### config.mk
export PLATFORM = sky130hd
export DESIGN_NAME = paddle_ctrl
export DESIGN_NICKNAME = d
export VERILOG_FILES = /design/src/rtl/paddle_ctrl.sv
export SDC_FILE = /design/constraint.sdc
export NUM_CORES = 1
export LEC_CHECK = 0
export BUFFER_PORTS_ARGS = -buffer_cell sky130_fd_sc_hd__clkbuf_2
export CAP_MARGIN = 40
export CORE_UTILIZATION = 50
export CTS_CLUSTER_DIAMETER = 50
export DETAILED_ROUTE_END_ITERATION = 7
export PLACE_DENSITY = 0.69
export SETUP_SLACK_MARGIN = 0.1
export SYNTH_ARGS = -nofsm -noshare
export SYNTH_HDL_FRONTEND = slang
export SYNTH_SLANG_ARGS = --single-unit
### constraint.sdc
create_clock -name CLOCK_50 -period 8 [get_ports CLOCK_50]
set_input_delay 0.4 -clock CLOCK_50 [delete_from_list [all_inputs] [get_ports CLOCK_50]]
set_output_delay 0.4 -clock CLOCK_50 [all_outputs]
set_load 0.1 [all_outputs]
### src/rtl/paddle_ctrl.sv
// paddle_ctrl: button-driven clamped paddle position with erase/redraw pixel plotter.
module paddle_ctrl #(
    parameter int X_BITS = 8,
    parameter int Y_BITS = 7,
    parameter int COLOUR_BITS = 3,
    parameter int SCREEN_W = 160,
    parameter int PADDLE_W = 16,
    parameter int PADDLE_H = 2,
    parameter int PADDLE_Y = 112,
    parameter int X_INIT = 72,
    parameter int STEP = 4,
    parameter logic [COLOUR_BITS-1:0] PADDLE_COLOUR = 3'b111,
    parameter logic [COLOUR_BITS-1:0] BG_COLOUR = 3'b000
) (
    input  logic                   CLOCK_50,
    input  logic                   resetn,
    input  logic                   left_n,
    input  logic                   right_n,
    output logic [X_BITS-1:0]      x,
    output logic [Y_BITS-1:0]      y,
    output logic [COLOUR_BITS-1:0] colour,
    output logic                   plot,
    output logic                   busy,
    output logic [X_BITS-1:0]      paddle_x
);
    typedef enum logic [1:0] {START, IDLE, ERASE, DRAW} state_t;
    localparam logic [X_BITS:0]   MAX_X  = (X_BITS+1)'(SCREEN_W - PADDLE_W);
    localparam logic [X_BITS:0]   STEP_W = (X_BITS+1)'(STEP);
    localparam logic [X_BITS-1:0] LAST_I = X_BITS'(PADDLE_W - 1);
    localparam logic [Y_BITS-1:0] LAST_J = Y_BITS'(PADDLE_H - 1);
    state_t r_state, w_next;
    logic r_s1_l, r_s2_l, r_pv_l, r_s1_r, r_s2_r, r_pv_r;
    logic [1:0] r_pend, w_press, w_req;
    logic [X_BITS-1:0] r_px, r_old, r_i, r_x, w_ox;
    logic [Y_BITS-1:0] r_j, r_y, w_oy;
    logic [COLOUR_BITS-1:0] r_col, w_col;
    logic [X_BITS:0] w_px, w_sum, w_tgt;
    logic r_plot, r_busy, w_l, w_r, w_i_end, w_last, w_dec, w_move, w_busy;
    // a press is the first synchronised low sample; simultaneous presses cancel
    assign w_l     = ~r_s2_l & r_pv_l;
    assign w_r     = ~r_s2_r & r_pv_r;
    assign w_press = (w_l ^ w_r) ? {w_r, w_l} : 2'b00;
    assign w_req   = (w_press != 2'b00) ? w_press : r_pend;
    assign w_i_end = r_i == LAST_I;
    assign w_last  = w_i_end && r_j == LAST_J;
    assign w_dec   = r_state == IDLE || (r_state == DRAW && w_last);
    assign w_px    = {1'b0, r_px};
    assign w_sum   = w_px + STEP_W;
    assign w_tgt   = w_req[0] ? ((w_px >= STEP_W) ? w_px - STEP_W : '0) :
                     w_req[1] ? ((w_sum > MAX_X) ? MAX_X : w_sum) : w_px;
    assign w_move  = w_dec && w_req != 2'b00 && w_tgt != w_px;
    always_ff @(posedge CLOCK_50) begin
        if (!resetn) r_state <= START;
        else r_state <= w_next;
    end
    always_comb begin
        w_next = (r_state == START) ? DRAW :
                 w_move ? ERASE :
                 (r_state == IDLE) ? IDLE :
                 !w_last ? r_state :
                 (r_state == ERASE) ? DRAW : IDLE;
    end
    always_comb begin
        w_busy = r_state == ERASE || r_state == DRAW;
        w_ox   = ((r_state == ERASE) ? r_old : r_px) + r_i;
        w_oy   = Y_BITS'(PADDLE_Y) + r_j;
        w_col  = (r_state == ERASE) ? BG_COLOUR : PADDLE_COLOUR;
    end
    always_ff @(posedge CLOCK_50) begin
        if (!resetn) begin
            {r_s1_l, r_s2_l, r_pv_l, r_s1_r, r_s2_r, r_pv_r} <= '1;
            r_pend <= 2'b00;
            r_px   <= X_BITS'(X_INIT);
            r_old  <= '0;
            r_i    <= '0;
            r_j    <= '0;
            r_x    <= '0;
            r_y    <= '0;
            r_col  <= '0;
            r_plot <= 1'b0;
            r_busy <= 1'b0;
        end else begin
            {r_s1_l, r_s2_l, r_pv_l} <= {left_n, r_s1_l, r_s2_l};
            {r_s1_r, r_s2_r, r_pv_r} <= {right_n, r_s1_r, r_s2_r};
            r_pend <= w_dec ? 2'b00 : w_req;
            if (w_move) begin
                r_old <= r_px;
                r_px  <= w_tgt[X_BITS-1:0];
            end
            if (w_busy) begin
                r_i <= w_i_end ? '0 : r_i + 1'b1;
                r_j <= !w_i_end ? r_j : w_last ? '0 : r_j + 1'b1;
            end
            r_x    <= w_ox;
            r_y    <= w_oy;
            r_col  <= w_col;
            r_plot <= w_busy;
            r_busy <= w_busy;
        end
    end
    assign x        = r_x;
    assign y        = r_y;
    assign colour   = r_col;
    assign plot     = r_plot;
    assign busy     = r_busy;
    assign paddle_x = r_px;
endmodule

==> reports/qor.yml <==
routing:
  drc: 0
  drt_wl_total_um: 6020
  wire_per_inst_um: 13.4
  viasPerCell: 5.45
  final_antenna_net_count: 0
  num_vias: 2447
  firstDrtPassIters: 4
  drt_iter0_drc: 111
place:
  hpwl_um: 4210
  port-buffer-count: 31
  dpl_cell_area_um2: 3250
  placedCellCount: 433
  gp_routability_congestion: 0.887
  pre_cts_ws_ps: 4850
synthesis:
  synth_mux_area_frac: 0.0417
  ys_ff_latch: 58
  yosys.area.top_type_share: 0.372
  syn-num-nets: 369
  synth_cells: 346
  async_flop_share: 0
  postSynthAreaPerCell_um2: 9.02
  synthAdderAreaFrac: 0.0786
  synth_area_um2: 3120
  synthFlopType: "dfxtp_1"
  synth_top_family_by_area: "simple AND/OR/NAND/NOR gates"
  yosysUniqueCellTypes: 60
  yosysSeqAreaShare: 0.372
  synth_common_cells: "dfxtp_1, nand2_1, nor2_1"
  synth_edf_count: 0
  synth_top_cell_by_area: "dfxtp_1"
  yosysMostFrequentCell: "dfxtp_1"
  netlist_top_cells_area: "dfxtp_1, ha_1, nand2_1"
  synth-compound-area-share: 0.154
  synth-xor-area-share: 0.0589
  yosys.area_share.simple: 0.239
  yosysWarningCount: 0
pwr:
  p_leak_nw: 1.46
  powerDensity_nw_per_um2: 197
  vdd_drop_max_mv: 0.130
clock_tree:
  cts_buffers: 9
  cts_tree: "done"
  clk-insertion-delay-late_ps: 340
  ctsResizeCount: 0
  clkSinkCount: 58
  cts_htree_levels: 3
  clk_pin_slew_ps: 70
  cts_setup_buffers: 0
  clockRootBuffer: "clkbuf_8"
  cts_hold_buf: 0
  cts_max_path_buffers: 2
timing:
  rsz0062_at_grt: "no"
  post-route-period-util: 0.398
  relSlewSlack: 0.431
  period_minus_slack_ps: 3190
  whs_ps: 245
  fin_skew_ps: 9.64
  setup_ws_ps: 4810
  drv_slew: 0
  fmax_mhz: 314
  finalHoldViolCount: 0
  setup-tns-final_ps: 0
  setup_viol_count_final: 0
  worst_slew_pin_slew_ps: 854
cells_and_area:
  drive_above_1_share: 0.187
  nNetsFinal: 392
  diodes: 0
  final.fill_count: 530
  area_growth_syn_to_layout_pct: 11.2
  finish.instance_area_um2: 3470
  stdcell_count: 449
floorplanning:
  die-height_um: 81
  fp.dieW_um: 81
  start_util: 0.524
  core_area_um2: 5960
  io_pins: 32
  std_cell_rows: 28
  die-area_um2: 6560
critical_path:
  crit_type: "flop to flop"
  start_kind: "flop"
  worstPathRequired_ps: 8260
  worstPathMaxFanout: 25
  end_kind: "flop"
  critPathArrivalTime_ps: 3450
run_status:
  status: "complete, no violations"
global_route:
  antenna_found_initial: 0
  grt_max_degree: 55
  grt.total_usage: 0.201
  grt_pass1_wl_um: 10100
  grt-ovfl-total: 0
  grt_pass1_vias: 2169
hold_path:
  hold_class: "input port to flop"
flow_run:
  maxCapViolations: 0
## through the flow
stage          power [mW]  utilization
5_1_grt             0.710        0.583
4_1_cts             0.691        0.583
6_report            0.685        0.583
2_1_floorplan       0.379            -
3_5_place_dp        0.390        0.545
3_3_place_gp        0.389        0.545
## where the power goes
group / total [mW] / leakage (nW) / switching [mW] / internal [mW]
combinational: 0.0801 / 0.881 / 0.0600 / 0.0201
sequential: 0.303 / 0.472 / 0.00687 / 0.296
clock: 0.302 / 0.106 / 0.124 / 0.177
total: 0.685 / 1.46 / 0.191 / 0.493
## sequential cells by signal (all words and copies together) (netlist names), 2 cells and up
signal / cells
y: 7
r_j: 7
r_state: 2
paddle_x: 8
x: 8
r_old: 8
r_pend: 2
r_i: 8
## final cells by class
| type | count | area, um^2 | area share |
|---|---|---|---|
| tap | 75 | 93.8 | 0.0270 |
| timing repair buffer | 32 | 163 | 0.0469 |
| clock buffer | 9 | 124 | 0.0357 |
| sequential | 58 | 1160 | 0.335 |
| inverter | 11 | 41.3 | 0.0119 |
| multi-input combinational | 257 | 1790 | 0.515 |
| clock inverter | 7 | 101 | 0.0292 |
## final timing paths
| kind | to | slack (ps) | from | cells past startpoint |
|---|---|---|---|---|
| max reg2reg | paddle_x[7] | 4810 | paddle_x[2] | 8 |
| max | paddle_x[7] | 4810 | paddle_x[2] | 8 |
| min reg2reg | r_s2_l | 410 | r_s1_l | 1 |
| min | r_s1_l | 240 | left_n | 2 |
## critical path: stages, from the launching register on
cell and delay, ps:
dfxtp_1 620, ha_1 440, o21ai_0 200, a32oi_1 290, a41oi_1 160, o31a_1 360
o31ai_4 740, nand2_1 110, a21boi_0 200
## cells in the final DEF, fill, tap and decap left out, types with 3 or more instances in the layout
master,synthesis,routed
clkbuf_8,0,9
mux2_2,8,8
nand4_1,4,4
nor3_1,7,7
and2_1,17,17
nand2b_1,9,9
ha_1,18,18
nor2_1,30,30
nand2_1,32,32
o22ai_1,3,3
inv_1,11,11
nand3_1,18,18
dfxtp_1,58,58
clkbuf_2,0,31
mux2i_1,4,4
xor2_1,8,8
a21oi_1,15,15
a21boi_0,3,3
xnor2_1,13,13
nor2b_1,5,5
o21ai_0,17,17
## layer usage
layer | GRT usage | vias up | routed length [um]
li1 | - | 1246 | -
met1 | 0.269 | 1131 | 2890
met2 | 0.308 | 63 | 2780
met3 | 0.0573 | 7 | 300
met4 | 0.0679 | 0 | 57
met5 | 0 | - | 0
## cells by family after synthesis
family / after synthesis
xor+xnor: 21
flops: 58
simple gates: 139
buf+inv: 31
compound gates: 66
fa+ha+maj: 19
mux: 12
Note: power is estimated with default switching activity, not from simulation.
